===== src/rtl/icache.sv =====
// Direct-mapped instruction cache: combinational hit, single outstanding line fill.
// Miss stalls fetch through REQ/WAIT/FILL; memory response may take any number of WAIT cycles.
module icache #(
   parameter int ADDRESS_WIDTH = 32,
   parameter int ILEN          = 32,
   parameter int LINE_WIDTH    = 128,
   parameter int NUM_LINES     = 4
) (
   input  logic                     clk,
   input  logic                     reset,
   input  logic                     req_valid_in,
   input  logic [ADDRESS_WIDTH-1:0] req_addr_in,
   output logic [ILEN-1:0]          instr_out,
   output logic                     hit_out,
   output logic                     stall_out,
   output logic                     mem_req_out,
   output logic [ADDRESS_WIDTH-1:0] mem_addr_out,
   input  logic                     mem_rsp_valid_in,
   input  logic [LINE_WIDTH-1:0]    mem_rsp_data_in
);

   localparam int OFF_W  = $clog2(LINE_WIDTH / 8);
   localparam int BYTE_W = $clog2(ILEN / 8);
   localparam int WSEL_W = OFF_W - BYTE_W;
   localparam int IDX_W  = $clog2(NUM_LINES);
   localparam int TAG_W  = ADDRESS_WIDTH - OFF_W - IDX_W;

   typedef enum logic [1:0] {S_IDLE, S_REQ, S_WAIT, S_FILL} state_e;

   state_e                   state_q, state_d;
   logic [ADDRESS_WIDTH-1:0] addr_q, addr_d;
   logic [NUM_LINES-1:0]     valid_q;
   logic [TAG_W-1:0]         tag_q  [NUM_LINES];
   logic [LINE_WIDTH-1:0]    data_q [NUM_LINES];

   logic [IDX_W-1:0]         req_idx, fill_idx;
   logic [TAG_W-1:0]         req_tag, fill_tag;
   logic [WSEL_W-1:0]        req_wsel;
   logic [LINE_WIDTH-1:0]    rd_line;
   logic [ILEN-1:0]          rd_word;
   logic                     lookup_hit;
   logic                     fill_we;
   logic                     unused_byte_bits;

   assign req_idx          = req_addr_in[OFF_W +: IDX_W];
   assign req_tag          = req_addr_in[ADDRESS_WIDTH-1 -: TAG_W];
   assign req_wsel         = req_addr_in[BYTE_W +: WSEL_W];
   assign fill_idx         = addr_q[OFF_W +: IDX_W];
   assign fill_tag         = addr_q[ADDRESS_WIDTH-1 -: TAG_W];
   assign unused_byte_bits = ^req_addr_in[BYTE_W-1:0];

   assign lookup_hit = req_valid_in && valid_q[req_idx] && (tag_q[req_idx] == req_tag);
   assign rd_line    = data_q[req_idx];
   assign rd_word    = rd_line[ILEN*req_wsel +: ILEN];
   assign fill_we    = (state_q == S_WAIT) && mem_rsp_valid_in;

   always_ff @(posedge clk) begin
      if (reset) state_q <= S_IDLE;
      else       state_q <= state_d;
   end

   always_comb begin
      state_d = state_q;
      addr_d  = addr_q;
      case (state_q)
         S_IDLE: begin
            if (req_valid_in && !lookup_hit) begin
               state_d = S_REQ;
               addr_d  = {req_addr_in[ADDRESS_WIDTH-1:OFF_W], {OFF_W{1'b0}}};
            end
         end
         S_REQ:   state_d = S_WAIT;
         S_WAIT:  if (mem_rsp_valid_in) state_d = S_FILL;
         S_FILL:  state_d = S_IDLE;
         default: state_d = S_IDLE;
      endcase
   end

   // Outputs are forced quiet while reset is held so a stale valid line cannot report a hit.
   always_comb begin
      hit_out     = 1'b0;
      mem_req_out = 1'b0;
      stall_out   = 1'b1;
      case (state_q)
         S_IDLE: begin
            hit_out   = lookup_hit && !reset;
            stall_out = req_valid_in && !lookup_hit;
         end
         S_REQ:   mem_req_out = !reset;
         default: ;
      endcase
      instr_out    = hit_out ? rd_word : '0;
      mem_addr_out = reset ? '0 : addr_q;
   end

   always_ff @(posedge clk) begin
      if (reset) begin
         valid_q <= '0;
         addr_q  <= '0;
      end else begin
         addr_q <= addr_d;
         if (fill_we) valid_q[fill_idx] <= 1'b1;
      end
   end

   // Tag and data arrays carry no reset; the valid bits alone qualify them.
   always_ff @(posedge clk) begin
      if (fill_we && !reset) begin
         tag_q[fill_idx]  <= fill_tag;
         data_q[fill_idx] <= mem_rsp_data_in;
      end
   end

endmodule


===== config.mk =====
export PLATFORM = sky130hd
export DESIGN_NAME = icache
export DESIGN_NICKNAME = d
export VERILOG_FILES = /design/src/rtl/icache.sv
export SDC_FILE = /design/constraint.sdc
export NUM_CORES = 1
export LEC_CHECK = 0
export CAP_MARGIN = 20
export CELL_PAD_IN_SITES_DETAIL_PLACEMENT = 2
export CELL_PAD_IN_SITES_GLOBAL_PLACEMENT = 2
export CORE_MARGIN = 5
export CORE_UTILIZATION = 40
export CTS_CLUSTER_DIAMETER = 30
export DETAILED_ROUTE_END_ITERATION = 6
export PLACE_DENSITY = 0.83
export SLEW_MARGIN = 20
export SYNTH_ARGS = -nofsm -noshare
export SYNTH_HDL_FRONTEND = slang
export SYNTH_SLANG_ARGS = --single-unit

===== constraint.sdc =====
create_clock -name clk -period 34.6 [get_ports clk]
set_input_delay 6.92 -clock clk [delete_from_list [all_inputs] [get_ports clk]]
set_output_delay 6.92 -clock clk [all_outputs]
set_load 0.1 [all_outputs]

[Word-level counts from Yosys, hierarchy flattened]
Memory sizes are Yosys's and may differ from the RTL's.
Cells that the tools add are included.
Storage, ports and cells
  flip-flop bits (word level): 34
  memory bits (writable): 616
  input port bits: 164
  output and inout bits: 67
  logic and storage cells: 42
  memories kept: 2
Memory list
  data_q: words 4, width 128, read ports 1, clocked after Yosys merged registers in 0, write ports 1, RTL line 34  | logic [LINE_WIDTH-1:0] data_q [NUM_LINES];
  tag_q: words 4, width 26, read ports 1, clocked after Yosys merged registers in 0, write ports 1, RTL line 33  | logic [TAG_W-1:0] tag_q [NUM_LINES];
Cells by class
  magnitude comparators: 3
  equal/unequal tests: 6
  shift-type cells: 1
  multiplexer cells: 14
  bitwise logic cells: 1
  reductions and logical operators: 12
Operator list (number)
  $shiftx A128 B8 Y32: 1
  $mux W32: 2
  $eq A26 B26 Y1: 1
  $pmux W2 S4: 1
  $logic_and A1 B1 Y1: 7
  $mux W1: 7
  $lt A2 B3 Y1 const B: 2
  $eq A2 B2 Y1 const B: 2
  $mux W2: 2
  $ne A2 B2 Y1 const B: 2
  $or A4 B4 Y4: 1
  $reduce_and A2 Y1: 2
  $bmux W1 S2: 1
  $demux W1 S2: 1
  $eq A2 B1 Y1 const B: 1
  $ge A2 B1 Y1 const B: 1
  $logic_not A1 Y1: 2
  $logic_not A2 Y1: 1

[Logic depth before layout (Yosys ltp)]
  depth in word-level cells: 8
  mapped depth: 11
  depth with buffers taken out: 7

[Worst setup path before layout]
OpenSTA, ideal clock, no wires.
  kind: input port to flip-flop
  start point: input port reset
  end point: memory data_q[2][0], enable pin
  data arrival time: 18358 ps
  required time: 33709 ps
  slack: 15351 ps
  stages on the path: 3
  buffers on the path: 0
  path through: inv_1 nand3_1 nor3b_1
On the way
  word-level cells in the longest chain between the ends: 4
RTL lines
  from (decl): RTL line 10  | input logic reset,
  $logic_not A1 Y1: RTL line 108  | if (fill_we && !reset) begin
  $logic_and A1 B1 Y1: RTL line 108
  $mux W1: RTL line 108
  $mux W1 (not written as such): RTL line 110  | data_q[fill_idx] <= mem_rsp_data_in;
  to (decl): RTL line 34
Every way passes these cells.

[Final worst setup path]
  start point: input port req_addr_in[5]
  end point: output port instr_out[13]
On the way
  word-level cells in the longest chain between the ends: 7
  elaborated cells on any way between the ends: 11
  classes of those cells: 1 x eq/ne; 1 x shift; 4 x mux; 3 x reduce/logical; 2 x memory
RTL lines
  from (decl): RTL line 12  | input logic [ADDRESS_WIDTH-1:0] req_addr_in,
  parallel branches: the longest is 6 deep, another holds $mem_v2 Z4 W128
  $mux W32 *: RTL line 92  | instr_out = hit_out ? rd_word : '0;
  to (decl): RTL line 13  | output logic [ILEN-1:0] instr_out,
Mark *: on every way between the ends. The select of a mux whose other input is x is not followed.

==> key figures <==
Run status
  • Outcome: finished clean

Clocking
  • Sink Count: 650
  • Post-CTS Setup Inserts: 0
  • CTS Buf Count: 140
  • Buffer depth of the longest clock path: 3
  • Root buffer selected by CTS: clkbuf_16
  • Post-CTS Hold Buffers: 0
  • Worst-Skew Late Latency: around 0.7 ns
  • H-Tree Depth: 4
  • Clock transition at the registers of the reported paths: ~0.04 ns
  • CTS tree: built
  • Post_cts resized: 0

Timing
  • Number of hold violations in the final report: 0
  • Period utilisation layout: 0.557
  • Worst-Margin Slew: 1.10 ns
  • Max-Slew Margin vs Limit: 0.264
  • Minimum clock period: slightly below 20 ns
  • Achievable frequency: 51.9 MHz
  • Hold slack: 0.483 ns
  • Max Slew Vio Count: 0
  • Fin Clk Skew: ~0.044 ns
  • RSZ-0062 raised after global routing: false
  • Setup TNS: 0 ns
  • Final setup viols: 0

Placed design
  • Gp weighted congestion: 0.718
  • Hpwl dp: approximately 38000 µm
  • PortBufs: 224

Worst setup path
  • CP Launch Point: req_addr_in[5]
  • Nature of the critical path endpoint: output pin
  • Worst path arrival time: around 12 ns
  • Worst setup SP type: input port
  • Crit path kind: input port to output pin
  • RR Endpoint: tag_q[3][12]$_DFFE_PP_
  • Register-to-Register Path Depth: 6
  • Reg2Reg Setup Slack: 30.92 ns
  • Critical R2R Launch: state_q[0]$_SDFFE_PP0P_
  • CP Data Required Time: 27.68 ns
  • Max FO, Critical Path: 66

Hold path
  • Hold Path Class: flop to flop
  • Hold_sp: state_q[1]$_SDFFE_PP0P_
  • WHS Endpoint: state_q[1]$_SDFFE_PP0P_
  • WHS Path Cells: 2

Power
  • Comb pwr share: 0.066
  • Leak pwr: 11.1 nW
  • Switching portion of total power: 0.225
  • P_sw: 0.553 mW
  • Clk pwr share: 0.565
  • Peak supply drop: 0.0475 mV
  • Sequential group share of total power: 0.369
  • Power Internal: 1.91 mW
  • Cell Pwr Density: 73.6 mW/mm²

Floorplanning
  • Initial Util: 0.403
  • Die Wd: 262 µm
  • # IOs: approximately 230
  • Chip height: 262 µm
  • Row count: 92
  • Core box area: 0.0630 mm²
  • Die area: a little under 0.07 mm²

Cells and area
  • Layout cells sized above 1: 0.297
  • Area grow syn2layout: 31.8%
  • NumNets Final: between 1.5k and 2k

Yosys
  • Area contributors post-synth: edfxtp_1 (73%), mux4_2 (15%), dfxtp_1 (2.7%)
  • Post-synth ARST share: 0
  • Cell variety after synth: 52
  • Post-synth EDFFs: between 600 and 700
  • Sequential share of the synthesized area: 0.755
  • Largest area contributor in the netlist: edfxtp_1
  • Dominant synthesized flop cell: edfxtp_1
  • Synth Area per Inst: 22.4 µm²
  • Post-Syn Area: 0.0254 mm²
  • Post-Synthesis Cells: 1134
  • FF+latch count, synth: 650
  • Yosys warnings: 0
  • Top cell type's share of synthesized area: 0.729

GRT
  • Pin count of the biggest net entering global routing: 67
  • First-pass GRT wire length: 104000 µm
  • Total track usage: 0.207
  • GRT overflow: 0
  • Initial antenna violation count: 11
  • Vias in the first global route: 15.1k

Detailed routing
  • Routed WL: 69700 µm
  • DRT iter0 DRCs: 906
  • Vias after detailed routing: about 13k
  • TritonRoute pass-1 iters: 4
  • Antenna viol nets, final: 0
  • Post-DR wirelength/cell: 28.7 µm
  • Vias per cell: 5.30
  • DRC viols: 0

Flow run
  • Max-Cap Viols: 0
placed cells by master, fill, tap and decap left out, drive strengths merged, types with 3 or more instances in the layout:
master / n
edfxtp: 616
clkdlybuf4s50: 219
mux4: 172
clkbuf: 163
nor2b: 86
clkinv: 41
dfxtp: 34
mux2: 34
inv: 28
bufinv: 25
mux2i: 24
buf: 22
xnor2: 16
clkinvlp: 13
nor2: 9
xor2: 8
diode: 7
nand4: 6
nand2: 6
conb: 4
a21oi: 4
o221ai: 3
a21o: 3
ha: 3
o22ai: 3
Yosys cell counts (all sizes together), types with 2 or more instances:
master,number
o221ai,3
nand3,2
xnor2,16
mux2i,24
mux2,34
inv,15
ha,3
xor2,8
edfxtp,616
dfxtp,34
clkbuf,25
a222oi,2
o22ai,3
nor2b,86
a21o,3
mux4,172
o2bb2ai,2
and3,2
o32ai,2
nand2,6
buf,34
a21oi,4
nand2b,2
or2,2
nand4,6
nor2,9
o211a,2
worst max-delay path by stage:
| stage | to | slack [ns] | cells past startpoint |
|---|---|---|---|
| global route | instr_out[12] | 15.10 | 11 |
| floorplan | data_q[2][0]$_DFFE_PP_ | 15.35 | 3 |
| detailed placement | instr_out[12] | 15.29 | 11 |
| CTS | instr_out[12] | 15.24 | 11 |
| global placement | instr_out[12] | 15.42 | 11 |
| finish | instr_out[13] | 15.32 | 11 |
cell type report:
type                       instances  area, µm²
antenna                            7       17.5
fill                            5282      29500
tap                              846       1060
sequential                       650      19200
timing repair buffer             242       2370
clock buffer                     162       3670
multi-input combinational        413       5850
inverter                          15       56.3
clock inverter                    92       1260
registers in the layout, indices dropped and copies added (netlist names):
name	cells
data_q	512
state_q	2
valid_q	4
addr_q	28
tag_q	104
layer usage:
metal / routed length (µm) / part of all wire / vias up / GRT usage
li1: - / - / 5428 / -
met1: 27100 / 0.39 / 6879 / 0.254
met2: 36600 / 0.52 / 408 / 0.353
met3: 4310 / 0.062 / 137 / 0.0631
met4: 1670 / 0.024 / 10 / 0.0709
met5: 80 / 0.0011 / - / 0
per-stage QoR:
step           instances  instance area (µm²)  setup slack (ns)  power [mW]   util
2_1_floorplan       1137                25400             15.35        1.03      -
3_3_place_gp        2166                28500             15.42        1.07  0.453
3_5_place_dp        2166                28500             15.29        1.08  0.453
4_1_cts             2420                33400             15.24        2.50  0.531
5_1_grt             2422                33500             15.10        2.55  0.531
6_report            2427                33500             15.32        2.46  0.531
power by group through the flow:
stage	clock, mW	sequential, mW	combinational (mW)
after CTS	1.42	0.908	0.166
after global placement	0	0.916	0.157
after global routing	1.47	0.910	0.171
after detailed placement	0	0.920	0.163
final	1.39	0.908	0.163
after floorplan	0	0.918	0.110
critical path: stages:
cell and delay [ns]:
clkbuf_8 0.39, buf_4 0.91, mux2i_1 0.44, o2bb2ai_1 0.14
or4_4 0.53, a21oi_2 0.20, nand4_1 0.17, or3_2 0.64
buf_4 0.38, nor2b_1 0.36, clkdlybuf4s50_1 1.21
cell families after synthesis:
family	Yosys count	synth area share
compound gates	30	0.0100
xor+xnor	24	0.00828
fa+ha+maj	3	0.00148
buf+inv	74	0.0156
flops	650	0.755
mux	230	0.180
other cells	1	0.000148
simple gates	122	0.0289
Note: power is estimated with default switching activity, not from simulation.
